<file path="src/rtl/min_max_pkg.sv">
// Shared constants for the min/max finder: one-hot state codes and default geometry.
package min_max_pkg;

  localparam logic [3:0] MMF_INI  = 4'b0001;
  localparam logic [3:0] MMF_LOAD = 4'b0010;
  localparam logic [3:0] MMF_CMP  = 4'b0100;
  localparam logic [3:0] MMF_DONE = 4'b1000;

  localparam int MMF_DEF_WIDTH = 8;
  localparam int MMF_DEF_DEPTH = 16;

endpackage

</file>
<file path="src/rtl/mmf_cmp_unit.sv">
// Combinational element-vs-running-extreme compare; ties report true on both sides.
// Zero latency, no handshake.
module mmf_cmp_unit #(
  parameter int WIDTH  = 8,
  parameter int SIGNED = 0
) (
  input  logic [WIDTH-1:0] elem,
  input  logic [WIDTH-1:0] max_val,
  input  logic [WIDTH-1:0] min_val,
  output logic             ge_max,
  output logic             le_min
);

  generate
    if (SIGNED != 0) begin : g_signed
      assign ge_max = $signed(elem) >= $signed(max_val);
      assign le_min = $signed(elem) <= $signed(min_val);
    end else begin : g_unsigned
      assign ge_max = elem >= max_val;
      assign le_min = elem <= min_val;
    end
  endgenerate

endmodule

</file>
<file path="src/rtl/min_max_finder_param.sv">
// Scans M[0..Last] for max/min (optional MaxIdx/MinIdx under MMF_INDEX_EN); result held until Ack.
// Start-to-DONE latency is Last+2 clocks; Start/WrEn only honoured in INI, Ack only in DONE.
module min_max_finder_param
  import min_max_pkg::*;
#(
  parameter  int WIDTH  = MMF_DEF_WIDTH,
  parameter  int DEPTH  = MMF_DEF_DEPTH,
  parameter  int SIGNED = 0,
  localparam int AW     = $clog2(DEPTH)
) (
  input  logic             Clk,
  input  logic             Reset,
  input  logic             Start,
  input  logic             Ack,
  input  logic [AW-1:0]    LastIdx,
  input  logic             WrEn,
  input  logic [AW-1:0]    WrAddr,
  input  logic [WIDTH-1:0] WrData,
  output logic [WIDTH-1:0] Max,
  output logic [WIDTH-1:0] Min,
`ifdef MMF_INDEX_EN
  output logic [AW-1:0]    MaxIdx,
  output logic [AW-1:0]    MinIdx,
`endif
  output logic             Qi,
  output logic             Ql,
  output logic             Qc,
  output logic             Qd
);

  localparam logic [AW:0]   DEPTH_W  = (AW+1)'(DEPTH);
  localparam logic [AW-1:0] LAST_MAX = AW'(DEPTH - 1);

  logic [3:0]       state_q, state_d;
  logic [WIDTH-1:0] max_q, max_d, min_q, min_d;
  logic [AW-1:0]    i_q, i_d, last_q, last_d;
  logic [WIDTH-1:0] mem [DEPTH];
  logic [WIDTH-1:0] elem;
  logic             ge_max, le_min;
`ifdef MMF_INDEX_EN
  logic [AW-1:0]    maxidx_q, maxidx_d, minidx_q, minidx_d;
`endif

  assign elem = mem[i_q];

  mmf_cmp_unit #(.WIDTH(WIDTH), .SIGNED(SIGNED)) u_cmp (
    .elem    (elem),
    .max_val (max_q),
    .min_val (min_q),
    .ge_max  (ge_max),
    .le_min  (le_min)
  );

  always_comb begin
    state_d = state_q;
    max_d   = max_q;
    min_d   = min_q;
    i_d     = i_q;
    last_d  = last_q;
`ifdef MMF_INDEX_EN
    maxidx_d = maxidx_q;
    minidx_d = minidx_q;
`endif
    case (state_q)
      MMF_INI: begin
        i_d    = '0;
        last_d = (LastIdx > LAST_MAX) ? LAST_MAX : LastIdx;
        if (Start) state_d = MMF_LOAD;
      end
      MMF_LOAD: begin
        max_d   = mem[0];
        min_d   = mem[0];
        i_d     = AW'(1);
`ifdef MMF_INDEX_EN
        maxidx_d = '0;
        minidx_d = '0;
`endif
        state_d = (last_q == '0) ? MMF_DONE : MMF_CMP;
      end
      MMF_CMP: begin
        if (ge_max) begin
          max_d = elem;
`ifdef MMF_INDEX_EN
          maxidx_d = i_q;
`endif
        end
        if (le_min) begin
          min_d = elem;
`ifdef MMF_INDEX_EN
          minidx_d = i_q;
`endif
        end
        if (i_q == last_q) state_d = MMF_DONE;
        else               i_d     = i_q + AW'(1);
      end
      MMF_DONE: begin
        if (Ack) state_d = MMF_INI;
      end
      default: state_d = MMF_INI;
    endcase
  end

  always_ff @(posedge Clk or posedge Reset) begin
    if (Reset) begin
      state_q <= MMF_INI;
      max_q   <= '0;
      min_q   <= '0;
      i_q     <= '0;
      last_q  <= '0;
`ifdef MMF_INDEX_EN
      maxidx_q <= '0;
      minidx_q <= '0;
`endif
    end else begin
      state_q <= state_d;
      max_q   <= max_d;
      min_q   <= min_d;
      i_q     <= i_d;
      last_q  <= last_d;
`ifdef MMF_INDEX_EN
      maxidx_q <= maxidx_d;
      minidx_q <= minidx_d;
`endif
    end
  end

  // Array is plain storage with no reset; out-of-range addresses are dropped.
  always_ff @(posedge Clk) begin
    if (state_q == MMF_INI && WrEn && ({1'b0, WrAddr} < DEPTH_W))
      mem[WrAddr] <= WrData;
  end

  assign Max = max_q;
  assign Min = min_q;
  assign Qi  = state_q[0];
  assign Ql  = state_q[1];
  assign Qc  = state_q[2];
  assign Qd  = state_q[3];
`ifdef MMF_INDEX_EN
  assign MaxIdx = maxidx_q;
  assign MinIdx = minidx_q;
`endif

endmodule

</file>
<file path="config.mk">
export PLATFORM = sky130hd
export DESIGN_NAME = min_max_finder_param
export DESIGN_NICKNAME = d
export VERILOG_FILES = /design/src/rtl/min_max_pkg.sv /design/src/rtl/mmf_cmp_unit.sv /design/src/rtl/min_max_finder_param.sv
export SDC_FILE = /design/constraint.sdc
export NUM_CORES = 1
export LEC_CHECK = 0
export ABC_CLOCK_PERIOD_IN_PS = 6100
export CORE_MARGIN = 3
export CORE_UTILIZATION = 45
export CTS_BUF_LIST = sky130_fd_sc_hd__clkbuf_4
export CTS_CLUSTER_SIZE = 28
export DETAILED_ROUTE_END_ITERATION = 10
export PLACE_DENSITY_LB_ADDON = 0.1
export SYNTH_ARGS = -nofsm -noshare
export SYNTH_HDL_FRONTEND = slang
export SYNTH_SLANG_ARGS = --single-unit
</file>
<file path="constraint.sdc">
create_clock -name Clk -period 6.1 [get_ports Clk]
set_clock_uncertainty 0.05 [all_clocks]
set_input_delay 1.83 -clock Clk [delete_from_list [all_inputs] [get_ports Clk]]
set_output_delay 1.83 -clock Clk [all_outputs]
set_load 0.005 [all_outputs]
</file>
# Word level (Yosys, flattened, before mapping)
# Memory sizes are Yosys's and may differ from the RTL's.
# Index checks and enable logic that the tools add are counted.
[word_totals]
out_inout_bits = 20
register_bits = 28
ramBits = 128
memories = 1
[op_classes]
n_lt_le_gt_ge = 3
mux = 14
n_addsub = 1
eq_ne = 11
reduce_logical = 8
[mem_list]
columns = ["name", "depth", "width", "read_ports", "rd_clocked_by_memory_dff", "wr", "line_no", "text"]
rows = [
  ["mem", 16, 8, 2, 0, 1, "min_max_finder_param.sv:37", "logic [WIDTH-1:0] mem [DEPTH];"],
]
[op_table]
columns = ["operator", "n"]
rows = [
  ["8-bit case mux with 2 select lines", 2],
  ["4-bit 2-to-1 mux", 6],
  ["8-bit 2-to-1 mux", 2],
  ["4-bit case mux with 4 select lines", 1],
  ["2-bit inequality test, second input constant", 6],
  ["4-bit case mux with 3 select lines", 1],
  ["8-bit >= comparator", 1],
  ["8-bit <= comparator", 1],
  ["2-bit AND reduction", 3],
  ["4-bit by 1-bit adder with 4-bit output, second input constant", 1],
  ["4-bit by 1-bit equality test with 1-bit output, second input constant", 1],
  ["4-bit by 2-bit equality test with 1-bit output, second input constant", 1],
  ["4-bit by 3-bit equality test with 1-bit output, second input constant", 1],
  ["4-bit equality test", 1],
  ["4-bit equality test, second input constant", 1],
  ["4-bit greater-than comparator, second input constant", 1],
  ["4-bit logical NOT", 1],
  ["3-bit AND reduction", 1],
  ["3-bit nonzero test", 1],
  ["1-bit 2-to-1 mux", 2],
  ["2-bit nonzero test", 1],
  ["1-bit logical AND", 1],
]

# Logic depth before layout (Yosys ltp)
# Gate-level depths: netlist of the first run.
[logic_depth]
word_depth = 4
mapped_depth = 13
ltp_nobuf = 11

# By module
# From an unflattened synthesis of the first run, not the netlist that was laid out.
[hier_totals]
hier_cells = 381
area_unflattened_um2 = 6742.7
[by_module_without_submodules]
columns = ["module", "area_each_um2", "cells_per_inst", "instances", "seq_area_each_um2"]
rows = [
  ["min_max_finder_param", 6356.1, 331, 1, 4545.6],
  ["mmf_cmp_unit", 386.6, 50, 1, 0.0],
]

# Worst setup path after synthesis of the first run
# Ideal clock, no wire load.
[synth_path]
path_kind = "input -> register"
startpoint = "input port WrEn"
endpoint = "memory mem[1][0] (enable)"
setup_time_ns = 0.383
required_ns = 5.667
stages = 4
n_path_buf = 0
t_arrival_ns = 2.666
slack_ns = 3.000
path_cell_list = "nand2_2 > nor2_1 > nand2_1 > nor3_1"
[synth_between]
elab_chain_cells = 3
[synth_rtl]
columns = ["element", "line_no", "text"]
rows = [
  ["from (decl)", "min_max_finder_param.sv:16", "input logic WrEn,"],
  ["1-bit logical AND", "min_max_finder_param.sv:129", "if (state_q == MMF_INI && WrEn && ({1'b0, WrAddr} < DEPTH_W))"],
  ["1-bit 2-to-1 mux", "min_max_finder_param.sv:129", ""],
  ["1-bit 2-to-1 mux (not written as such)", "min_max_finder_param.sv:130", "mem[WrAddr] <= WrData;"],
  ["to (decl)", "min_max_finder_param.sv:37", ""],
]
# Every way passes these cells.

# Worst setup path in the final report of the first run
[layout_path]
startpoint = "register i_q[1]"
endpoint = "register max_q[1] (netlist: Max[1])"
[layout_between]
elab_chain_cells = 4
elab_cells_between_ends = 6
classes_between = "order compare (1); eq/ne (1); mux (2); reduce/logical (1); memory (1)"
[layout_rtl]
columns = ["element", "line_no", "text"]
rows = [
  ["from (decl)", "min_max_finder_param.sv:36", "logic [AW-1:0] i_q, i_d, last_q, last_d;"],
  ["from (signal assigned)", "min_max_finder_param.sv:118", "i_q <= i_d;"],
  ["memory 16 x 8 bit (*)", "-", ""],
  ["8-bit >= comparator", "mmf_cmp_unit.sv:19", "assign ge_max = elem >= max_val;"],
  ["2-bit inequality test (no source line)", "-", ""],
  ["2-bit AND reduction (no source line)", "-", ""],
  ["to (signal assigned)", "min_max_finder_param.sv:116", "max_q <= max_d;"],
  ["to (decl)", "min_max_finder_param.sv:35", "logic [WIDTH-1:0] max_q, max_d, min_q, min_d;"],
]
# Every way passes the cells marked *; elsewhere a longest branch is shown, timed or not. The select of a mux whose other input is x is not followed.
# A chain may end at the register's enable or synchronous reset.

==> results of run 1 <==
## report_power, final
part           switching, mW  internal (mW)  total (mW)
clock                  0.367          0.373       0.740
combinational          0.442          0.432       0.875
sequential             0.124           1.26        1.38
## flip-flops by register name (all words and copies together) (netlist names)
name / count
i_q: 4
mem: 128
Max: 8
Min: 8
last_q: 4
state_q: 4
## synthesized netlist by cell type (all sizes together), types with 8 or more instances
cell | n | area, µm²
mux4 | 16 | 360
dfrtp | 27 | 676
edfxtp | 128 | 3840
nand2 | 30 | 115
buf | 16 | 116
a2bb2oi | 8 | 70.1
inv | 19 | 71.3
a22oi | 15 | 113
o21ai | 19 | 95.1
ha | 17 | 213
nor2 | 39 | 149
mux2i | 48 | 480
a21oi | 17 | 96.4
## metal layers
metal | part of all wire (%) | GRT usage [%] | vias to the layer above
met2 | 45 | 27.6 | 133
met3 | 4.9 | 3.89 | 20
met5 | 0 | 0 | -
li1 | - | - | 1843
met4 | 1.5 | 6.23 | 0
met1 | 48 | 27.8 | 1998
## worst min path at each step
stage / to / depth (start not counted) / from
after floorplan: last_q[0]$_DFFE_PP0P_ / 1 / last_q[0]$_DFFE_PP0P_
after global placement: Min[4]$_DFFE_PP0P_ / 2 / Min[4]$_DFFE_PP0P_
after detailed placement: Min[4]$_DFFE_PP0P_ / 2 / Min[4]$_DFFE_PP0P_
after CTS: Min[4]$_DFFE_PP0P_ / 2 / Min[4]$_DFFE_PP0P_
after global routing: Min[3]$_DFFE_PP0P_ / 2 / Min[3]$_DFFE_PP0P_
final: Min[4]$_DFFE_PP0P_ / 2 / Min[4]$_DFFE_PP0P_
## tightest hold or removal path, stage by stage, from the launching register on
cell and delay, ps:
dfrtp_1 400, inv_1 70, mux2i_1 60
## logic make-up (layout without fill, tap and decap cells)
kind of cell,after synthesis,count (layout),synth area share [%]
flops,156,156,65.7
simple gates,99,99,7.05
buf+inv,38,93,2.87
other cells,0,5,0
xor+xnor,6,6,0.759
compound gates,75,75,7.77
fa+ha+maj,17,17,3.07
mux,68,68,12.8
## area by class of cell
cell class              instances  area share [%]
clock buffers                  18            1.73
multi-input cells             265            27.9
repair buffers                 43            5.41
diodes                          5           0.160
flip-flops and latches        156            58.2
well taps                     184            2.95
clock inverters                13            2.69
inverters                      19           0.913
## stage by stage
stage	cell area (µm²)	utilization, %
after floorplan	6920	-
after global placement	7450	50.3
after detailed placement	7450	50.3
after CTS	7800	52.7
after global routing	7810	52.7
final	7810	52.7
==> reports/metrics.cfg, run 1 <==
[outcome]
status = complete, no violations

[route]
vias = 3994
antenna_left = 0
drt-total-wl_um = 14800
wl_per_cell_um = 21.0
drc = 0
drt-initial-drc-count = 356
viasPerCell = 5.68
firstDrtPassIters = 5

[setup_path]
cp_slowest_cell = dfrtp_1
worst-path-max-fanout = 14
crit_arrival_ps = 4380
cp.required_ps = 6490
worstSetupPathType = flip-flop to flip-flop
critPathTopFamily = compound AO/OA/AOI/OAI gates
crit_path_start = i_q[1]$_DFFE_PP0P_
r2r_slack_ps = 2110
r2r-end = Max[1]$_DFFE_PP0P_
endpoint = Max[1]$_DFFE_PP0P_
setup.worst_path.start_class = flip-flop
r2r_start = i_q[1]$_DFFE_PP0P_
path_cells = buf_4, nor2b_1, a22oi_1, a31o_2, ha_1, a21o_1, a21oi_1, nand3_1, a31oi_4, a21oi_4, a2bb2oi_1
slowest_delay_ps = 910
cp-end-kind = flip-flop
reg2regPathDepth = 11
cp.depth = 11
path_buf_inv = 1

[die]
coreArea_mm2 = 0.0148
row_count = 44
fp.dieW_um = 130
start_util_pct = 46.7
dieArea_mm2 = 0.0169
fp.dieH_um = 130
io_pins = 41

[global_route]
grt_max_degree = 29
antenna_found_initial = 1
gr-total-overflow = 0
grt_pass1_vias = 3889
grt_use_total_pct = 18.7
grt_pass1_wl_um = 23100

[clocking]
cts_tree = yes
ctsHoldBuffers = 0
clock-sinks = 156
clk-insertion-delay-late_ps = 560
post_cts_buffers = 0
clk_pin_slew_worst_paths_ps = 130
ctsResizeCount = 0
clk_path_buf_depth = 2
cts_buffers = 17
cts_root_buf = clkbuf_4
htree_levels = 4

[place]
place.gp.congestion = 0.774
io_buffers = 40
pre_cts_slack_ps = 2000
dp_cells = 667
hpwl_um = 10200

[pwr]
peakVddDrop_uv = 174
power.total_mw = 3.00
cellPowerDensity_mw_per_mm2 = 384
leakagePower_nw = 2.72

[final_layout]
nets = 540
layout_common_cells = 128 x edfxtp_1, 48 x mux2i_1, 40 x clkdlybuf4s50_1, 38 x nor2_1, 29 x nand2_1
final_cells = 703
multi_input_comb_area_mm2 = 0.00218
seq_area_mm2 = 0.00455
final_common_cell = edfxtp_1
area_growth_pct = 12.9
fill_cells = 1219
layout-drive-gt1-share_pct = 14.8

[sta]
finalSetupViolCount = 0
rsz0062_at_grt = false
timing.hold.ws_ps = 509
max_freq_mhz = 250
tightest_slew_ps = 1240
fin_crit_ps = 3990
hold_viol_final = 0
finalWorstSetupSlack_ps = 2110
maxSlewHeadroom_pct = 16.6
slew_viol_final = 0
fin_crit_sh_pct = 65.5
tns_ps = 0

[yosys]
synth_cell_types = 47
synthesis.instances = 459
synth_edf_count = 128
ys_seq_area_share_pct = 65.7
syn_area_mm2 = 0.00692
synth_top_flop_cell = edfxtp_1
synth_warnings = 0
syn_avg_cell_area_um2 = 15.1
synth_seq_cells = 156
async_flop_share_pct = 17.9
synth_nets = 497

[hold_path]
holdCritPathClass = flip-flop to flip-flop

[job]
cap_violations = 0

Note: power is estimated with default switching activity, not from simulation.
==> inputs of run 2 (changes only) <==
--- a/config.mk
+++ b/config.mk
@@ -5,7 +5,7 @@
 export SDC_FILE = /design/constraint.sdc
 export NUM_CORES = 1
 export LEC_CHECK = 0
-export ABC_CLOCK_PERIOD_IN_PS = 6100
+export ABC_CLOCK_PERIOD_IN_PS = 4200
 export CORE_MARGIN = 3
 export CORE_UTILIZATION = 45
 export CTS_BUF_LIST = sky130_fd_sc_hd__clkbuf_4
==> constraint.sdc (replaced) <==
create_clock -name Clk -period 4.2 [get_ports Clk]
set_clock_uncertainty 0.05 [all_clocks]
set_input_delay 1.26 -clock Clk [delete_from_list [all_inputs] [get_ports Clk]]
set_output_delay 1.26 -clock Clk [all_outputs]
set_load 0.005 [all_outputs]
==> run 2 against run 1 <==
Compared with the run above: power increased by 38%; clock-buffer cell count increased by 1; utilization decreased by 0.20 points; worst hold slack improved by 0.51 ps.
==> reports/metrics.cfg, run 2 (same netlist as run 1, synthesis figures left out) <==
[clocking]
clk_pin_slew_worst_paths_ps = 130
htree_levels = 4
post_cts_buffers = 0
cts_tree = yes
clk-insertion-delay-late_ps = 530
cts_buffers = 17
clk_path_buf_depth = 2
ctsResizeCount = 0
cts_root_buf = clkbuf_4
clock-sinks = 156
ctsHoldBuffers = 0

[route]
firstDrtPassIters = 4
drc = 0
drt-total-wl_um = 15200
vias = 3956
wl_per_cell_um = 21.5
drt-initial-drc-count = 296
antenna_left = 0
viasPerCell = 5.59

[setup_path]
crit_path_start = i_q[1]$_DFFE_PP0P_
r2r_slack_ps = 500
slowest_delay_ps = 600
r2r_start = i_q[1]$_DFFE_PP0P_
setup.worst_path.start_class = flip-flop
r2r-end = Max[4]$_DFFE_PP0P_
cp.required_ps = 4570
cp_slowest_cell = mux4_2
worstSetupPathType = flip-flop to flip-flop
path_cells = buf_4, mux4_2, mux2i_1, nor2_1, a41oi_1, ha_1, nand2b_1, a21oi_1, o21ai_0, a31oi_4, a21oi_4, a2bb2oi_1
reg2regPathDepth = 12
endpoint = Max[4]$_DFFE_PP0P_
crit_arrival_ps = 4070
worst-path-max-fanout = 23
cp-end-kind = flip-flop

[pwr]
p_switching_mw = 1.39
peakVddDrop_uv = 405
seqPwrFrac_pct = 47.2
leakagePower_nw = 2.72
p_int_mw = 2.73
combPwrFrac_pct = 33.0
cellPowerDensity_mw_per_mm2 = 530
power.share.clock_pct = 19.8
switching_share_pct = 33.7

[outcome]
status = complete, no violations

[sta]
maxSlewHeadroom_pct = 27.7
tns_ps = 0
hold_viol_final = 0
fin_crit_sh_pct = 88.1
finalSetupViolCount = 0
tightest_slew_ps = 1080
rsz0062_at_grt = false
fin_crit_ps = 3700
max_freq_mhz = 270
slew_viol_final = 0

[global_route]
gr-total-overflow = 0
grt_use_total_pct = 19.2
grt_pass1_vias = 3995
grt_pass1_wl_um = 23400
grt_max_degree = 46
antenna_found_initial = 0

[die]
io_pins = 41
fp.dieH_um = 130
coreArea_mm2 = 0.0148
dieArea_mm2 = 0.0169
fp.dieW_um = 130
row_count = 44
start_util_pct = 46.7

[final_layout]
antennaDiodeCount = 0
regMostFlops = mem
area_growth_pct = 12.4
layout_common_cells = 128 x edfxtp_1, 48 x mux2i_1, 40 x clkdlybuf4s50_1, 38 x nor2_1, 29 x nand2_1
largest_register_ffs = 128
final_common_cell = edfxtp_1
layout-drive-gt1-share_pct = 16.2
finish.utilization_pct = 52.5
nets = 549

[job]
cap_violations = 0

[place]
io_buffers = 40
hpwl_um = 10300
place.gp.congestion = 0.827

[hold_path]
holdCritPathClass = flip-flop to flip-flop

==> run 2: stage by stage <==
step / hold slack, ps / area, µm² / total power [mW] / setup WS, ps / cells
final: 510 / 7780 / 4.12 / 498 / 708
after CTS: 515 / 7780 / 4.16 / 523 / 708
after floorplan: 474 / 6920 / 2.88 / 1320 / 459
after global routing: 527 / 7780 / 4.39 / 263 / 708
after global placement: 490 / 7530 / 3.33 / 502 / 676
after detailed placement: 492 / 7530 / 3.35 / 545 / 676
==> run 2: worst min path at each step <==
stage,from,end,cells past startpoint
4_1_cts,Min[3]$_DFFE_PP0P_,Min[3]$_DFFE_PP0P_,2
3_5_place_dp,Min[3]$_DFFE_PP0P_,Min[3]$_DFFE_PP0P_,2
3_3_place_gp,Min[4]$_DFFE_PP0P_,Min[4]$_DFFE_PP0P_,2
6_report,Min[3]$_DFFE_PP0P_,Min[3]$_DFFE_PP0P_,2
5_1_grt,Min[3]$_DFFE_PP0P_,Min[3]$_DFFE_PP0P_,2
2_1_floorplan,last_q[0]$_DFFE_PP0P_,last_q[0]$_DFFE_PP0P_,1
==> run 2: metal layers <==
layer	up-vias	GRT usage, %	wire, µm
met3	11	4.63	786
met5	-	0	0
met4	0	5.13	183
met1	1986	27.8	7010
li1	1857	-	-
met2	102	29.4	7220
==> run 2: worst max-delay path, delay by kind of cell (launching register included) <==
family	cells	cell delay (ps)
mux	2	870
fa+ha+maj	1	300
simple gates	2	290
buf+inv	1	350
flops	1	350
compound gates	6	1370
==> run 2: final cells by class <==
class | instances | area (µm²)
fill | 1235 | 7030
sequential | 156 | 4550
multi-input combinational | 265 | 2180
timing repair buffer | 52 | 503
tap | 184 | 230
clock buffer | 19 | 143
clock inverter | 13 | 110
inverter | 19 | 71.3
==> run 2: power by group through the flow <==
stage / Clock [mW] / Combinational [mW] / Sequential (mW)
3_5_place_dp: 0 / 1.36 / 1.98
2_1_floorplan: 0 / 0.927 / 1.95
5_1_grt: 0.920 / 1.50 / 1.97
4_1_cts: 0.844 / 1.37 / 1.95
3_3_place_gp: 0 / 1.35 / 1.98
6_report: 0.817 / 1.36 / 1.95
==> inputs of run 3 (changes only) <==
--- a/config.mk
+++ b/config.mk
@@ -11,7 +11,9 @@
 export CTS_BUF_LIST = sky130_fd_sc_hd__clkbuf_4
 export CTS_CLUSTER_SIZE = 28
 export DETAILED_ROUTE_END_ITERATION = 10
+export MAX_ROUTING_LAYER = met4
 export PLACE_DENSITY_LB_ADDON = 0.1
+export REMOVE_ABC_BUFFERS = 1
 export SYNTH_ARGS = -nofsm -noshare
 export SYNTH_HDL_FRONTEND = slang
 export SYNTH_SLANG_ARGS = --single-unit
==> run 3 against run 2 <==
Compared with the run above: via count decreased by 0.76%; sequential share of layout area fell by 0.38 points; combinational power about the same; cell count rose by 0.71%; fmax is 1.9% higher; utilization up 0.35 points; global-route usage is 0.72 points higher; routed wire length shrank 2.1%; critical path type unchanged; highest routed layer unchanged.
==> reports/metrics.cfg, run 3 (same netlist as run 1, synthesis figures left out) <==
[route]
antenna_left = 0
drt-total-wl_um = 14900
drt-initial-drc-count = 303
viasPerCell = 5.51
drc = 0
wl_per_cell_um = 20.9
vias = 3926
firstDrtPassIters = 4

[setup_path]
worst-path-max-fanout = 18
worstSetupPathType = flip-flop to flip-flop
cp.required_ps = 4570
cp-end-kind = flip-flop
setup.worst_path.start_class = flip-flop
crit_arrival_ps = 4000

[final_layout]
multi_input_comb_area_mm2 = 0.00218
final_cell_area_mm2 = 0.00783
layout_common_cells = 128 x edfxtp_1, 48 x mux2i_1, 40 x clkdlybuf4s50_1, 38 x nor2_1, 29 x nand2_1
seq_area_mm2 = 0.00455
layout-drive-gt1-share_pct = 17.0
largest_register_ffs = 128
area_growth_pct = 13.2
finish.utilization_pct = 52.9
final_common_cell = edfxtp_1
fill_cells = 1257
regMostFlops = mem
nets = 553

[pwr]
peakVddDrop_uv = 229
cellPowerDensity_mw_per_mm2 = 532
p_switching_mw = 1.41
switching_share_pct = 34.0
p_int_mw = 2.75
combPwrFrac_pct = 32.1
seqPwrFrac_pct = 47.7
leakagePower_nw = 2.75
power.share.clock_pct = 20.2

[outcome]
status = complete, no violations

[clocking]
post_cts_buffers = 0
clock-sinks = 156
cts_root_buf = clkbuf_4
clk_path_buf_depth = 2
cts_tree = yes
ctsHoldBuffers = 0
clk-insertion-delay-late_ps = 550
cts_buffers = 17
clk_pin_slew_worst_paths_ps = 130
ctsResizeCount = 0
htree_levels = 4

[sta]
fin_crit_sh_pct = 86.5
finalSetupViolCount = 0
rsz0062_at_grt = false
fin_crit_ps = 3630
max_freq_mhz = 275
tightest_slew_ps = 900
finalWorstSetupSlack_ps = 567
tns_ps = 0
hold_viol_final = 0
slew_viol_final = 0
maxSlewHeadroom_pct = 39.8
timing.hold.ws_ps = 507

[place]
io_buffers = 40
place.gp.congestion = 0.841
pre_cts_slack_ps = 559
dpl_cell_area_mm2 = 0.00757
hpwl_um = 10400

[die]
dieArea_mm2 = 0.0169
io_pins = 41
fp.dieH_um = 130
row_count = 44
fp.dieW_um = 130
start_util_pct = 46.7
coreArea_mm2 = 0.0148

[job]
cap_violations = 0

[global_route]
grt_pass1_wl_um = 24000
grt_use_total_pct = 19.9
grt_max_degree = 23
grt_pass1_vias = 4061
gr-total-overflow = 0
antenna_found_initial = 1

[hold_path]
holdCritPathClass = flip-flop to flip-flop

==> run 3: cell types whose count changed in the layout (fill, tap and decap cells not counted), sizes merged <==
| cell | previous run | this run |
|---|---|---|
| buf | 12 | 16 |
| clkinv | 3 | 4 |
| clkinvlp | 5 | 3 |
| inv | 24 | 27 |
| clkbuf | 19 | 17 |
| diode | 0 | 1 |
==> run 3: critical path, cell delays in order (launching register included) <==
cell and delay (ps):
dfrtp_1 390, buf_4 320, buf_4 210, mux4_2 480, mux2i_1 150, nor2_1 100
a41oi_1 370, ha_1 300, nand2b_1 140, a21oi_1 190, o21ai_0 160, a31oi_4 350
a21oi_4 110, a2bb2oi_1 180
==> run 3: worst paths after layout <==
path	start	endpoint	slack [ps]	cells past startpoint
setup / recovery	i_q[1]$_DFFE_PP0P_	Max[1]$_DFFE_PP0P_	570	13
hold / removal	Min[0]$_DFFE_PP0P_	Min[0]$_DFFE_PP0P_	510	2
setup reg to reg	i_q[1]$_DFFE_PP0P_	Max[1]$_DFFE_PP0P_	570	13
hold reg to reg	Min[0]$_DFFE_PP0P_	Min[0]$_DFFE_PP0P_	510	2
max in group asynchronous	Reset	Min[0]$_DFFE_PP0P_	2530	3
min in group asynchronous	Reset	state_q[3]$_DFFE_PP0P_	970	2
==> run 3: power groups by stage <==
stage	registers [mW]	clock network [mW]	logic (mW)
after floorplan	2.04	0	0.806
after global placement	2.02	0	1.33
after detailed placement	2.03	0	1.35
after CTS	1.99	0.869	1.36
after global routing	2.01	0.942	1.50
final	1.99	0.839	1.34
==> run 3: layout make-up <==
type,count,area share (%)
multi-input cells,265,27.8
inverters,19,0.911
clock buffers,17,1.63
repair buffers,56,6.96
diodes,1,0.0319
clock inverters,15,1.68
well taps,184,2.94
flip-flops and latches,156,58.1
==> run 3: per-stage QoR <==
stage / total power, mW / instances
final: 4.16 / 713
after global routing: 4.45 / 713
after CTS: 4.22 / 712
after detailed placement: 3.38 / 680
after global placement: 3.35 / 680
after floorplan: 2.85 / 440
==> run 3: per-layer routing <==
layer	routed length, µm	track usage, %
met5	0	-
met4	195	5.38
met3	646	4.54
met2	6950	29.1
met1	7080	28.4
